[src/rtl/pll_pkg.sv]
// Shared state encoding, lock threshold tables and the saturating |x| helper
// for the PLL lock detector.
package pll_pkg;

  typedef enum logic [1:0] {
    ST_IDLE      = 2'd0,
    ST_ACQ_FREQ  = 2'd1,
    ST_ACQ_PHASE = 2'd2,
    ST_LOCKED    = 2'd3
  } lock_state_e;

  // Element i is the threshold selected by freq_lock_range == i.
  localparam logic [3:0][15:0] FTHR = {16'd8, 16'd4, 16'd2, 16'd1};
  localparam logic [3:0][15:0] PTHR = {16'd256, 16'd64, 16'd16, 16'd4};

  // x is a w-bit signed value sign-extended to 32 bits; the most-negative
  // w-bit value maps to the largest positive one so the result fits w bits.
  function automatic logic [31:0] sat_abs(input logic signed [31:0] x,
                                          input int unsigned w);
    logic signed [31:0] lim;
    lim = 32'sd1 <<< (w - 1);
    if (x == -lim) return lim - 32'sd1;
    else if (x < 0) return -x;
    else return x;
  endfunction

endpackage

[src/rtl/pll_err_window.sv]
// Phase-error window: accumulates saturated |err| over 2^WIN_LOG2 samples.
// win_done_o/mean_o flag the closing sample combinationally; win_mean_o holds the last mean.
module pll_err_window
  import pll_pkg::*;
#(
  parameter int ERR_W    = 16,
  parameter int WIN_LOG2 = 4
) (
  input  logic             clk_i,
  input  logic             rst_i,
  input  logic             clear_i,
  input  logic             vld_i,
  input  logic [ERR_W-1:0] err_i,
  output logic             win_done_o,
  output logic [ERR_W-1:0] mean_o,
  output logic [ERR_W-1:0] win_mean_o
);

  localparam int ACC_W = ERR_W + WIN_LOG2;

  logic [ERR_W-1:0]    abs_err;
  logic [ACC_W-1:0]    sum_q, sum_d;
  logic [WIN_LOG2-1:0] idx_q;
  logic [ERR_W-1:0]    win_mean_q;

  assign abs_err    = ERR_W'(sat_abs(32'(signed'(err_i)), ERR_W));
  assign sum_d      = sum_q + ACC_W'(abs_err);
  assign win_done_o = vld_i && !clear_i && (idx_q == '1);
  assign mean_o     = ERR_W'(sum_d >> WIN_LOG2);
  assign win_mean_o = win_mean_q;

  always_ff @(posedge clk_i) begin
    if (rst_i) begin
      sum_q      <= '0;
      idx_q      <= '0;
      win_mean_q <= '0;
    end else if (clear_i) begin
      sum_q <= '0;
      idx_q <= '0;
    end else if (vld_i) begin
      if (win_done_o) begin
        sum_q      <= '0;
        win_mean_q <= mean_o;
      end else begin
        sum_q <= sum_d;
      end
      idx_q <= idx_q + 1'b1;
    end
  end

endmodule

[src/rtl/pll_lock_detect.sv]
// PLL lock detector: frequency then phase acquisition with hysteretic loss-of-lock, all outputs registered.
// Defining PLL_LOCK_STATS_EN builds the lost_count / peak_err statistics; otherwise they read 0.
module pll_lock_detect
  import pll_pkg::*;
#(
  parameter int ERR_W    = 16,
  parameter int WIN_LOG2 = 4,
  parameter int CNT_W    = 8
) (
  input  logic             clk_ref,
  input  logic             rst,
  input  logic             enable,
  input  logic [1:0]       freq_lock_range,
  input  logic [CNT_W-1:0] lock_target,
  input  logic             ferr_valid,
  input  logic [ERR_W-1:0] ferr,
  input  logic             pherr_valid,
  input  logic [ERR_W-1:0] pherr,
  output logic             freq_locked,
  output logic             phase_locked,
  output logic             lost_lock,
  output logic [1:0]       state,
  output logic [ERR_W-1:0] win_mean,
  output logic [15:0]      lost_count,
  output logic [ERR_W-1:0] peak_err
);

  localparam int THR_W = ERR_W + 1;

  lock_state_e      state_q;
  logic             fl_q, pl_q, lost_q;
  logic [CNT_W-1:0] fcnt_q, pcnt_q;

  logic [THR_W-1:0] ferr_abs, ft, ft2, pt, pt2, mean_ext;
  logic [CNT_W-1:0] target, fcnt_inc, pcnt_inc;
  logic             win_active, win_clear, win_done;
  logic [ERR_W-1:0] win_mean_nxt;
  logic             f_good, f_bad;

  assign ferr_abs = THR_W'(sat_abs(32'(signed'(ferr)), ERR_W));
  assign ft       = THR_W'(FTHR[freq_lock_range]);
  assign pt       = THR_W'(PTHR[freq_lock_range]);
  assign ft2      = ft << 1;
  assign pt2      = pt << 1;
  assign f_good   = ferr_valid && (ferr_abs <= ft);
  assign f_bad    = ferr_valid && (ferr_abs > ft2);
  assign mean_ext = THR_W'(win_mean_nxt);

  assign target   = (lock_target == '0) ? CNT_W'(1) : lock_target;
  assign fcnt_inc = (&fcnt_q) ? fcnt_q : fcnt_q + 1'b1;
  assign pcnt_inc = (&pcnt_q) ? pcnt_q : pcnt_q + 1'b1;

  // Window runs only in the phase states, so every entry from ACQ_FREQ starts at index 0.
  assign win_active = (state_q == ST_ACQ_PHASE) || (state_q == ST_LOCKED);
  assign win_clear  = !enable || !win_active;

  pll_err_window #(
    .ERR_W    (ERR_W),
    .WIN_LOG2 (WIN_LOG2)
  ) u_win (
    .clk_i      (clk_ref),
    .rst_i      (rst),
    .clear_i    (win_clear),
    .vld_i      (pherr_valid && win_active),
    .err_i      (pherr),
    .win_done_o (win_done),
    .mean_o     (win_mean_nxt),
    .win_mean_o (win_mean)
  );

  always_ff @(posedge clk_ref) begin
    if (rst || !enable) begin
      state_q <= ST_IDLE;
      fl_q    <= 1'b0;
      pl_q    <= 1'b0;
      lost_q  <= 1'b0;
      fcnt_q  <= '0;
      pcnt_q  <= '0;
    end else begin
      lost_q <= 1'b0;
      case (state_q)
        ST_IDLE: begin
          fcnt_q  <= '0;
          pcnt_q  <= '0;
          state_q <= ST_ACQ_FREQ;
        end
        ST_ACQ_FREQ: begin
          if (ferr_valid) begin
            if (!f_good) begin
              fcnt_q <= '0;
            end else if (fcnt_inc >= target) begin
              fcnt_q  <= fcnt_inc;
              pcnt_q  <= '0;
              fl_q    <= 1'b1;
              state_q <= ST_ACQ_PHASE;
            end else begin
              fcnt_q <= fcnt_inc;
            end
          end
        end
        ST_ACQ_PHASE: begin
          if (f_bad) begin
            state_q <= ST_ACQ_FREQ;
            fl_q    <= 1'b0;
            fcnt_q  <= '0;
            pcnt_q  <= '0;
            lost_q  <= 1'b1;
          end else if (win_done) begin
            if (mean_ext > pt) begin
              pcnt_q <= '0;
            end else if (pcnt_inc >= target) begin
              pcnt_q  <= pcnt_inc;
              pl_q    <= 1'b1;
              state_q <= ST_LOCKED;
            end else begin
              pcnt_q <= pcnt_inc;
            end
          end
        end
        ST_LOCKED: begin
          if (f_bad) begin
            state_q <= ST_ACQ_FREQ;
            fl_q    <= 1'b0;
            pl_q    <= 1'b0;
            fcnt_q  <= '0;
            pcnt_q  <= '0;
            lost_q  <= 1'b1;
          end else if (win_done && (mean_ext > pt2)) begin
            state_q <= ST_ACQ_PHASE;
            pl_q    <= 1'b0;
            pcnt_q  <= '0;
            lost_q  <= 1'b1;
          end
        end
        default: state_q <= ST_IDLE;
      endcase
    end
  end

  assign state        = state_q;
  assign freq_locked  = fl_q;
  assign phase_locked = pl_q;
  assign lost_lock    = lost_q;

`ifdef PLL_LOCK_STATS_EN
  logic [15:0]      lost_cnt_q;
  logic [ERR_W-1:0] peak_q, ph_abs;
  logic             in_lock_q;

  assign ph_abs = ERR_W'(sat_abs(32'(signed'(pherr)), ERR_W));

  // Peak restarts on the first cycle spent in LOCKED.
  always_ff @(posedge clk_ref) begin
    if (rst) begin
      lost_cnt_q <= '0;
      peak_q     <= '0;
      in_lock_q  <= 1'b0;
    end else begin
      in_lock_q <= (state_q == ST_LOCKED);
      if (lost_q && !(&lost_cnt_q)) lost_cnt_q <= lost_cnt_q + 16'd1;
      if ((state_q == ST_LOCKED) && !in_lock_q) peak_q <= pherr_valid ? ph_abs : '0;
      else if (pherr_valid && (ph_abs > peak_q)) peak_q <= ph_abs;
    end
  end

  assign lost_count = lost_cnt_q;
  assign peak_err   = peak_q;
`else
  assign lost_count = '0;
  assign peak_err   = '0;
`endif

endmodule

[config.mk]
export PLATFORM = sky130hd
export DESIGN_NAME = pll_lock_detect
export DESIGN_NICKNAME = d
export VERILOG_FILES = /design/src/rtl/pll_pkg.sv /design/src/rtl/pll_err_window.sv /design/src/rtl/pll_lock_detect.sv
export SDC_FILE = /design/constraint.sdc
export NUM_CORES = 1
export LEC_CHECK = 0
export ABC_AREA = 1
export CORE_UTILIZATION = 40
export CTS_BUF_LIST = sky130_fd_sc_hd__clkbuf_8
export DETAILED_ROUTE_END_ITERATION = 12
export DONT_BUFFER_PORTS = 1
export GPL_TIMING_DRIVEN = 1
export HOLD_SLACK_MARGIN = 0.12
export REMOVE_ABC_BUFFERS = 1
export SLEW_MARGIN = 30
export SYNTH_ARGS = -nofsm -noshare
export SYNTH_HDL_FRONTEND = slang
export SYNTH_SLANG_ARGS = --single-unit
export TNS_END_PERCENT = 5
[constraint.sdc]
create_clock -name clk_ref -period 4.3 [get_ports clk_ref]
set_input_delay 0.645 -clock clk_ref [delete_from_list [all_inputs] [get_ports clk_ref]]
set_output_delay 0.645 -clock clk_ref [all_outputs]
set_load 0.02 [all_outputs]
---- After elaboration in Yosys (flattened, before gate mapping) ----
Index checks and enable logic that the tools add are counted.
W data, S select, Z words.
cells by class
  $add $sub $neg .......................... 6
  multipliers ............................. 0
  div/mod/pow operators ................... 0
  order comparisons ....................... 9
  equal/unequal tests ..................... 18
  shift-type cells ........................ 0
  multiplexer cells ....................... 51
  bitwise operators ....................... 1
  reductions and logical operators ........ 26
operator list
  kind                    number
  $mux W8                 14
  $bmux W16 S2            2
  $mux W16                4
  $mux W17                2
  $eq A16 B16 Y1 const B  2
  $lt A16 B1 Y1 const B   2
  $pmux W8 S4             1
  $pmux W8 S3             1
  $add A20 B16 Y20        1
  $mux W20                1
  $mux W2                 9
  $gt A16 B17 Y1          1
  $gt A17 B17 Y1          1
  $le A17 B16 Y1          1
  $neg A16 Y17            1
  $add A8 B1 Y8 const B   2
  $ge A8 B8 Y1            2
  $gt A16 B16 Y1          1
  $neg A16 Y16            1
  $reduce_and A8 Y1       2
  $mux W1                 13
  $ne A2 B2 Y1 const B    6
  $reduce_and A5 Y1       2
  $logic_not A8 Y1        1
  other kinds (21)        38
storage, ports and cells
  register bits after elaboration ......... 61
  latch bits .............................. 0
  memory bits (writable) .................. 0
  memory bits (read-only) ................. 0
  input bits .............................. 47
  output and inout bits ................... 53
  word-level logic and storage cells ...... 120
  memories kept ........................... 0

---- Logic depth before layout (Yosys ltp) ----
Gate-level depths: netlist of the first run.
  word-level depth ........................ 11
  mapped depth ............................ 40
  depth with buffers taken out ............ 40

---- By module ----
Synthesis of the first run repeated with hierarchy kept, for this count alone.
unflattened totals
  cell total of the unflattened synthesis .. 1017
  area, all modules ....................... 6298.5 sq um
modules (own cells, without submodules)
  module           times used  cells each  area an instance (sq um)  sequential area each (sq um)
  pll_lock_detect  1           510         3153.0                    420.4
  pll_err_window   1           507         3145.5                    800.8

---- Least setup slack after synthesis of the first run ----
Ideal clock, no wire load.
  path type ............................... input to register
  start ................................... in pherr[0]
  end ..................................... reg pcnt_q[0]
  setup time .............................. 0.113 ns
  data arrival time ....................... 4.528 ns
  data required time ...................... 4.187 ns
  slack ................................... -0.342 ns
  cell stages on the path ................. 39
  path buffers ............................ 1
  path through ............................ inv_1 ha_1 inv_1 nor3_1 nor3b_1 nand2_1 nor3_1 inv_1 nor3_2 inv_1 nor3_2 nand2_1 buf_2 nand2_1 ha_1 nand2_2 inv_2 a21oi_4 [3 not listed] nand2_1 nand2_2 ha_1 nand2_1 inv_1 nand3_1 nor2_1 nand3_1 nor2_1 nand3_1 nand2_1 nand2_1 nand2_2 nand2_4 nand2_4 inv_6 nor2_2 nor2_1
on the way
  longest elaborated chain between the ends .. 9
  elaborated cells on any way between the ends .. 15
  classes of those cells .................. add/sub: 2; order compare: 3; eq/ne: 2; mux: 6; reduce/logical: 2
RTL lines
  what                                           line                    text
  from (decl)                                    pll_lock_detect.sv:18   input logic [ERR_W-1:0] pherr,
  $neg A16 Y16 or $lt A16 B1 Y1 (tied branches)  pll_pkg.sv:23           else if (x < 0) return -x;
  $mux W16                                       pll_pkg.sv:23
  $mux W16 *                                     pll_pkg.sv:22           if (x == -lim) return lim - 32'sd1;
  $add A20 B16 Y20 *                             pll_err_window.sv:27    assign sum_d = sum_q + ACC_W'(abs_err);
  named net u_win.mean_o[9]                      pll_err_window.sv:15    output logic [ERR_W-1:0] mean_o,
  $gt A16 B16 Y1                                 pll_lock_detect.sv:109  if (mean_ext > pt) begin
  $mux W8                                        pll_lock_detect.sv:109
  $mux W8                                        pll_lock_detect.sv:108  end else if (win_done) begin
  $mux W8                                        pll_lock_detect.sv:102  if (f_bad) begin
  $pmux W8 S4                                    pll_lock_detect.sv:81   case (state_q)
  to (signal assigned)                           pll_lock_detect.sv:112  pcnt_q <= pcnt_inc;
  to (signal assigned)                           pll_lock_detect.sv:116  pcnt_q <= pcnt_inc;
  to (decl)                                      pll_lock_detect.sv:32   logic [CNT_W-1:0] fcnt_q, pcnt_q;
The timed path passes the listed nets; every way through them passes the cells marked *. The select of a mux whose other input is x is not followed.
A chain may end at the register's enable or synchronous reset.

---- Worst setup path after layout of the first run ----
Same ends and word-level chain as after synthesis.

==> results of run 1 <==
state kept, by name, summed over array words and instances, names as in the netlist:
name	cells
fcnt_q	8
freq_locked	1
lost_lock	1
pcnt_q	8
phase_locked	1
state	2
u_win.idx_q	4
u_win.sum_q	20
u_win.win_mean_o	16
synthesized netlist by cell type (6+ instances only):
master | count | area share, %
nand3_2 | 7 | 1.1
nor2_1 | 85 | 5.0
xor2_1 | 19 | 2.6
buf_4 | 32 | 3.8
ha_1 | 55 | 11
nand3_1 | 65 | 5.1
nand2_2 | 15 | 1.5
nor3_1 | 18 | 1.4
nand2_1 | 274 | 16
nand3b_1 | 8 | 0.95
o21ai_0 | 21 | 1.7
nor2_2 | 17 | 1.7
a211oi_1 | 6 | 0.71
nand4_1 | 18 | 1.8
inv_1 | 151 | 9.0
dfxtp_1 | 61 | 19
or2_2 | 8 | 0.79
a21oi_2 | 6 | 0.83
a21oi_1 | 58 | 4.6
clkbuf_1 | 10 | 0.59
inv_2 | 12 | 0.71
o211ai_1 | 14 | 1.7
o21ai_1 | 7 | 0.55
area by class of cell:
type	instances	area share [%]
flip-flops and latches	61	16.2
repair buffers	109	10.8
clock buffers	9	1.64
clock inverters	6	1.18
multi-input cells	776	58.3
inverters	167	8.38
well taps	211	3.50
logic make-up after synthesis:
group,Yosys count,share of synthesized area (%)
other,1,0.0592
adder cells (fa/ha/maj),56,11.2
flip-flops,61,19.3
buffers and inverters,214,14.9
XOR/XNOR,23,3.18
AO/OA/AOI/OAI,127,12.3
AND/OR/NAND/NOR,538,39.2
per-stage QoR:
stage / total power, mW / instance area [um^2] / hold WS [ns]
after floorplan: 0.867 / 6140 / 0.450
after global placement: 0.992 / 7220 / 0.459
after detailed placement: 0.994 / 7220 / 0.466
after CTS: 1.58 / 7490 / 0.425
after global routing: 1.66 / 7540 / 0.436
final: 1.57 / 7540 / 0.435
timing repair:
item | CTS | global route
endpoints found under the setup margin | 11 | 12
pin swaps | 1 | 1
hold buffers | 0 | 0
buffers inserted | 0 | 0
resized for setup | 11 | 14
power breakdown:
| part | switching (mW) | internal (mW) |
|---|---|---|
| registers | 0.00969 | 0.572 |
| clock network | 0.256 | 0.323 |
| logic | 0.243 | 0.167 |
layer usage:
| metal | vias to the layer above | wire length [um] | track usage [%] | part of all wire (%) |
|---|---|---|---|---|
| met5 | - | 0 | 0 | 0 |
| met3 | 30 | 727 | 4.17 | 4.4 |
| met2 | 132 | 7130 | 35.0 | 44 |
| li1 | 3412 | - | - | - |
| met4 | 0 | 457 | 8.24 | 2.8 |
| met1 | 2811 | 8080 | 28.2 | 49 |
worst min-delay path by stage:
stage | end | slack, ns
after floorplan | u_win.sum_q[5] | 0.45
after global placement | u_win.sum_q[10] | 0.46
after detailed placement | u_win.sum_q[9] | 0.47
after CTS | u_win.idx_q[0] | 0.43
after global routing | u_win.win_mean_o[9] | 0.44
final | u_win.idx_q[0] | 0.44
critical path, delay by kind of cell:
family / cells / cell delay (ns)
AO/OA/AOI/OAI: 1 / 0.17
adder cells (fa/ha/maj): 3 / 0.67
buffers and inverters: 7 / 0.58
AND/OR/NAND/NOR: 27 / 2.65
==> metrics.txt, run 1 <==
run status complete, but fails checks; failing checks negative setup slack; DPL Wire Length 13,400 um; startpoint types primary input; Reg clk slew, reported paths around 0.08 ns; fin cells 1,339; final hold viol count 0; slowest stage delay, CP 0.28 ns; CP endpoint kind flip-flop; commonest cells after routing, fill and taps aside 265 x nand2_1, 151 x inv_1, 109 x buf_4; vias in the first global route 6,182; CTS Buffer Depth 2; All-Layer GR Usage a little over a fifth; largest net degree at the start of global routing 25; Static Leak 3.79 nW; Crit Reg-Reg Startpoint fcnt_q[0]; H-tree depth 3; fmax approximately 220 MHz; flop2flop setup slack 0.91 ns; root buffer cell clkbuf_8; Area Overhead vs Synth 19.2%; initial antenna violation count 0; Core ar. 0.0153 mm^2; Worst EP required 4.55 ns; sequential share of the synthesized area 19.3%; PortBufs 0; cell count after synthesis 1,020; FF-to-FF path depth 21; n_diodes 0; Final period util 104%; Critical Path AT ~4.7 ns; die width 128 um; syn_area_per_cell 6.21 um^2; FF+latch area between 0.001 and 0.0015 mm^2; fraction of layout cells with a size suffix above 1 20.4%; final core occ 49.3%; Least-Margin Pin Slew 0.935 ns; Crit Path Class in2reg; clk_lat worst skew 0.36 ns; maxcap violations 0; Hold Path Origin pherr_valid; R2R Path End pcnt_q[0]; Setup crit end pcnt_q[0]; vias after detailed routing 6,385; layout filler cell count about 1,600; WL/cell 12.2 um; Die H 128 um; synthesized area 0.00633 mm^2; RSZ-0062 raised after global routing yes; most used cell, CP nand2_1; Post-synth ARST share 0%; main flop type after synthesis dfxtp_1; Worst setup startpoint pherr[0]; Distinct cells, synth 52; # setup viols final 11; final setup TNS -1.50 ns; most common cell after layout, fill and taps aside nand2_1; Rows 45; post-route ant nets 0; Final Max Tran Viols 0; first-pass GRT wire length around 28,000 um; Max FO, Critical Path 9; WL final between 15,000 and 20,000 um; Worst Hold Depth 2; die area about 0.016 mm^2; Final nets around 1,200; Initial DRC Count 347; grt total ovfl 0; Cell Pwr Density 208 mW/mm^2; CTS sink cnt 61; min setup slack post-route -0.165 ns; slowest CP cell ha_1; CTS Buf Count 9; yosys warns 0; DRT Pass-1 Iters 5; Worst VDD drop about 160 uV; Min-Delay Path Class in2reg; clk_skew 0.0113 ns; Synth Register Bits 61; # IOs 100; multi-input logic area ~0.0044 mm^2; post-route minimum period roughly 4.5 ns; slew margin rel. 37.6%; Starting Density 41.3%; Placer Congestion slightly below 0.9; vias per inst 4.77; EDFF count, synth 0; DR DRC count 0; dpl ws -0.796 ns; CTS tree built; Cells after DPL 1,324
(Power assumes the default switching activity.)
==> run 2, diff against run 1 <==
Settings changed: PLACE_DENSITY_LB_ADDON set to 0.3.
==> run 2 against run 1 <==
  * The run still ends with negative setup slack left
  * Combinational power grew 2%
  * Global-route usage fell by 0.29 points
  * Final area is 0.32% higher
  * Setup slack gained 0.029 ns
  * Wire length decreased by 0.40%
  * Register-to-register slack better by 0.06 ns
  * Clock power shrank 7.3%
  * Critical path type unchanged
  * Largest cell class unchanged
  * Largest power group unchanged
==> metrics.txt, run 2 (same netlist as run 1, synthesis figures left out) <==
multi-input logic area 0.00440 mm^2; largest net degree at the start of global routing 24; Die H 128 um; final setup TNS -1.15 ns; RSZ-0062 raised after global routing yes; startpoint types primary input; All-Layer GR Usage about a fifth; Initial DRC Count between 300 and 400; Met2 Wirelength about 7000 um; Static Leak 3.80 nW; post-route minimum period 4.44 ns; CTS sink cnt 61; fmax 225 MHz; Hold Path Origin rst; met1 wire length 7820 um; Core ar. 0.0153 mm^2; WL/cell 12.2 um; metal3 WL 932 um; vias after detailed routing about 6,400; Worst setup startpoint pherr[0]; Max FO, Critical Path 9; DRT Pass-1 Iters 4; Worst VDD drop between 100 and 150 uV; Final period util 103%; final core occ about half; failing checks negative setup slack; Rows 45; fraction of layout cells with a size suffix above 1 20.8%; CTS tree built; H-tree depth 3; final hold viol count 0; most used cell, CP nand2_1; vias in the first global route between 6,000 and 7,000; die width 128 um; commonest cells after routing, fill and taps aside 268 x nand2_1, 149 x inv_1, 110 x buf_4; WL final 16,300 um; max layer used met4; Crit Path Class in2reg; slowest CP cell ha_1; Placer Congestion between 0.8 and 0.9; n_diodes 0; root buffer cell clkbuf_8; Min-Delay Path Class in2reg; run status complete, but fails checks; dpl ws -0.881 ns; DPL Wire Length approximately 13,000 um; CTS Buffer Depth 2; fin cells about 1,300; vias per inst roughly 4.8; Critical Path AT 4.69 ns; CP endpoint kind flip-flop; Final nets 1,231; most common cell after layout, fill and taps aside nand2_1; Cells after DPL approximately 1,300; Least-Margin Pin Slew approximately 0.91 ns; number of flip-flops in the largest register 20; maxcap violations 0; clk_lat worst skew 0.37 ns; DR DRC count 0; # IOs 100; Area Overhead vs Synth 19.5%; grt total ovfl 0; PortBufs 0; Crit Reg-Reg Startpoint pcnt_q[0]; post-route ant nets 0; layout filler cell count about 1,600; Final Max Tran Viols 0; slowest stage delay, CP about 0.29 ns; first-pass GRT wire length 27,900 um; Starting Density 41.3%; die area 0.0163 mm^2; Reg clk slew, reported paths roughly 0.080 ns; min setup slack post-route -0.136 ns; Worst EP required 4.56 ns; # setup viols final 11; slew margin rel. 39.2%; Cell Pwr Density 203 mW/mm^2; clk_skew 0.0126 ns; initial antenna violation count 0; CTS Buf Count 9; FF+latch area 0.00122 mm^2; Biggest register u_win.sum_q
run 2: cell types whose count changed in the layout (fill, tap and decap cells not counted), moves of 2 or more:
cell     before  now
nand2_1     265  268
inv_2        12   14
inv_1       151  149
nand2_2      24   22
nor2_2       18   20
ha_1         54   52
run 2: repair_timing:
action,in CTS,in global routing
gates resized for setup,12,14
endpoints found under the setup margin,11,12
gates cloned,1,0
buffers inserted,0,1
pin swaps,4,4
hold buffers,0,0
run 2: final timing paths:
check	to	slack [ns]	depth (start not counted)
max	pcnt_q[0]	-0.14	38
min	u_win.win_mean_o[4]	0.43	3
max reg2reg	state[0]	0.97	20
min reg2reg	u_win.sum_q[14]	0.48	2
run 2: worst max-delay path: cells and delay by family:
kind            cells  cell delay (ns)
buf+inv             6             0.37
simple gates       28             2.81
compound gates      1             0.17
fa+ha+maj           3             0.69
run 2: cell type report:
class,instances,share of cell area [%]
Inverter,167,8.35
Multi-Input combinational cell,777,58.1
Sequential cell,61,16.1
Timing Repair Buffer,112,11.3
Clock inverter,7,0.976
Tap cell,211,3.49
Clock buffer,9,1.64
run 2: power breakdown:
group	internal [mW]	switching, mW
combinational	0.172	0.244
sequential	0.572	0.00950
clock	0.269	0.266
total	1.01	0.520
run 2: stage by stage:
step | cell area [um^2] | total power, mW | hold slack (ns)
finish | 7570 | 1.53 | 0.428
global route | 7570 | 1.63 | 0.429
global placement | 7250 | 0.998 | 0.461
floorplan | 6140 | 0.867 | 0.450
CTS | 7510 | 1.55 | 0.416
detailed placement | 7250 | 1.00 | 0.464
run 2: per-layer routing:
| metal | global-route usage (%) | up-vias |
|---|---|---|
| li1 | - | 3416 |
| met1 | 27.4 | 2819 |
| met2 | 34.2 | 153 |
| met3 | 4.67 | 38 |
| met4 | 9.27 | 0 |
| met5 | 0 | - |
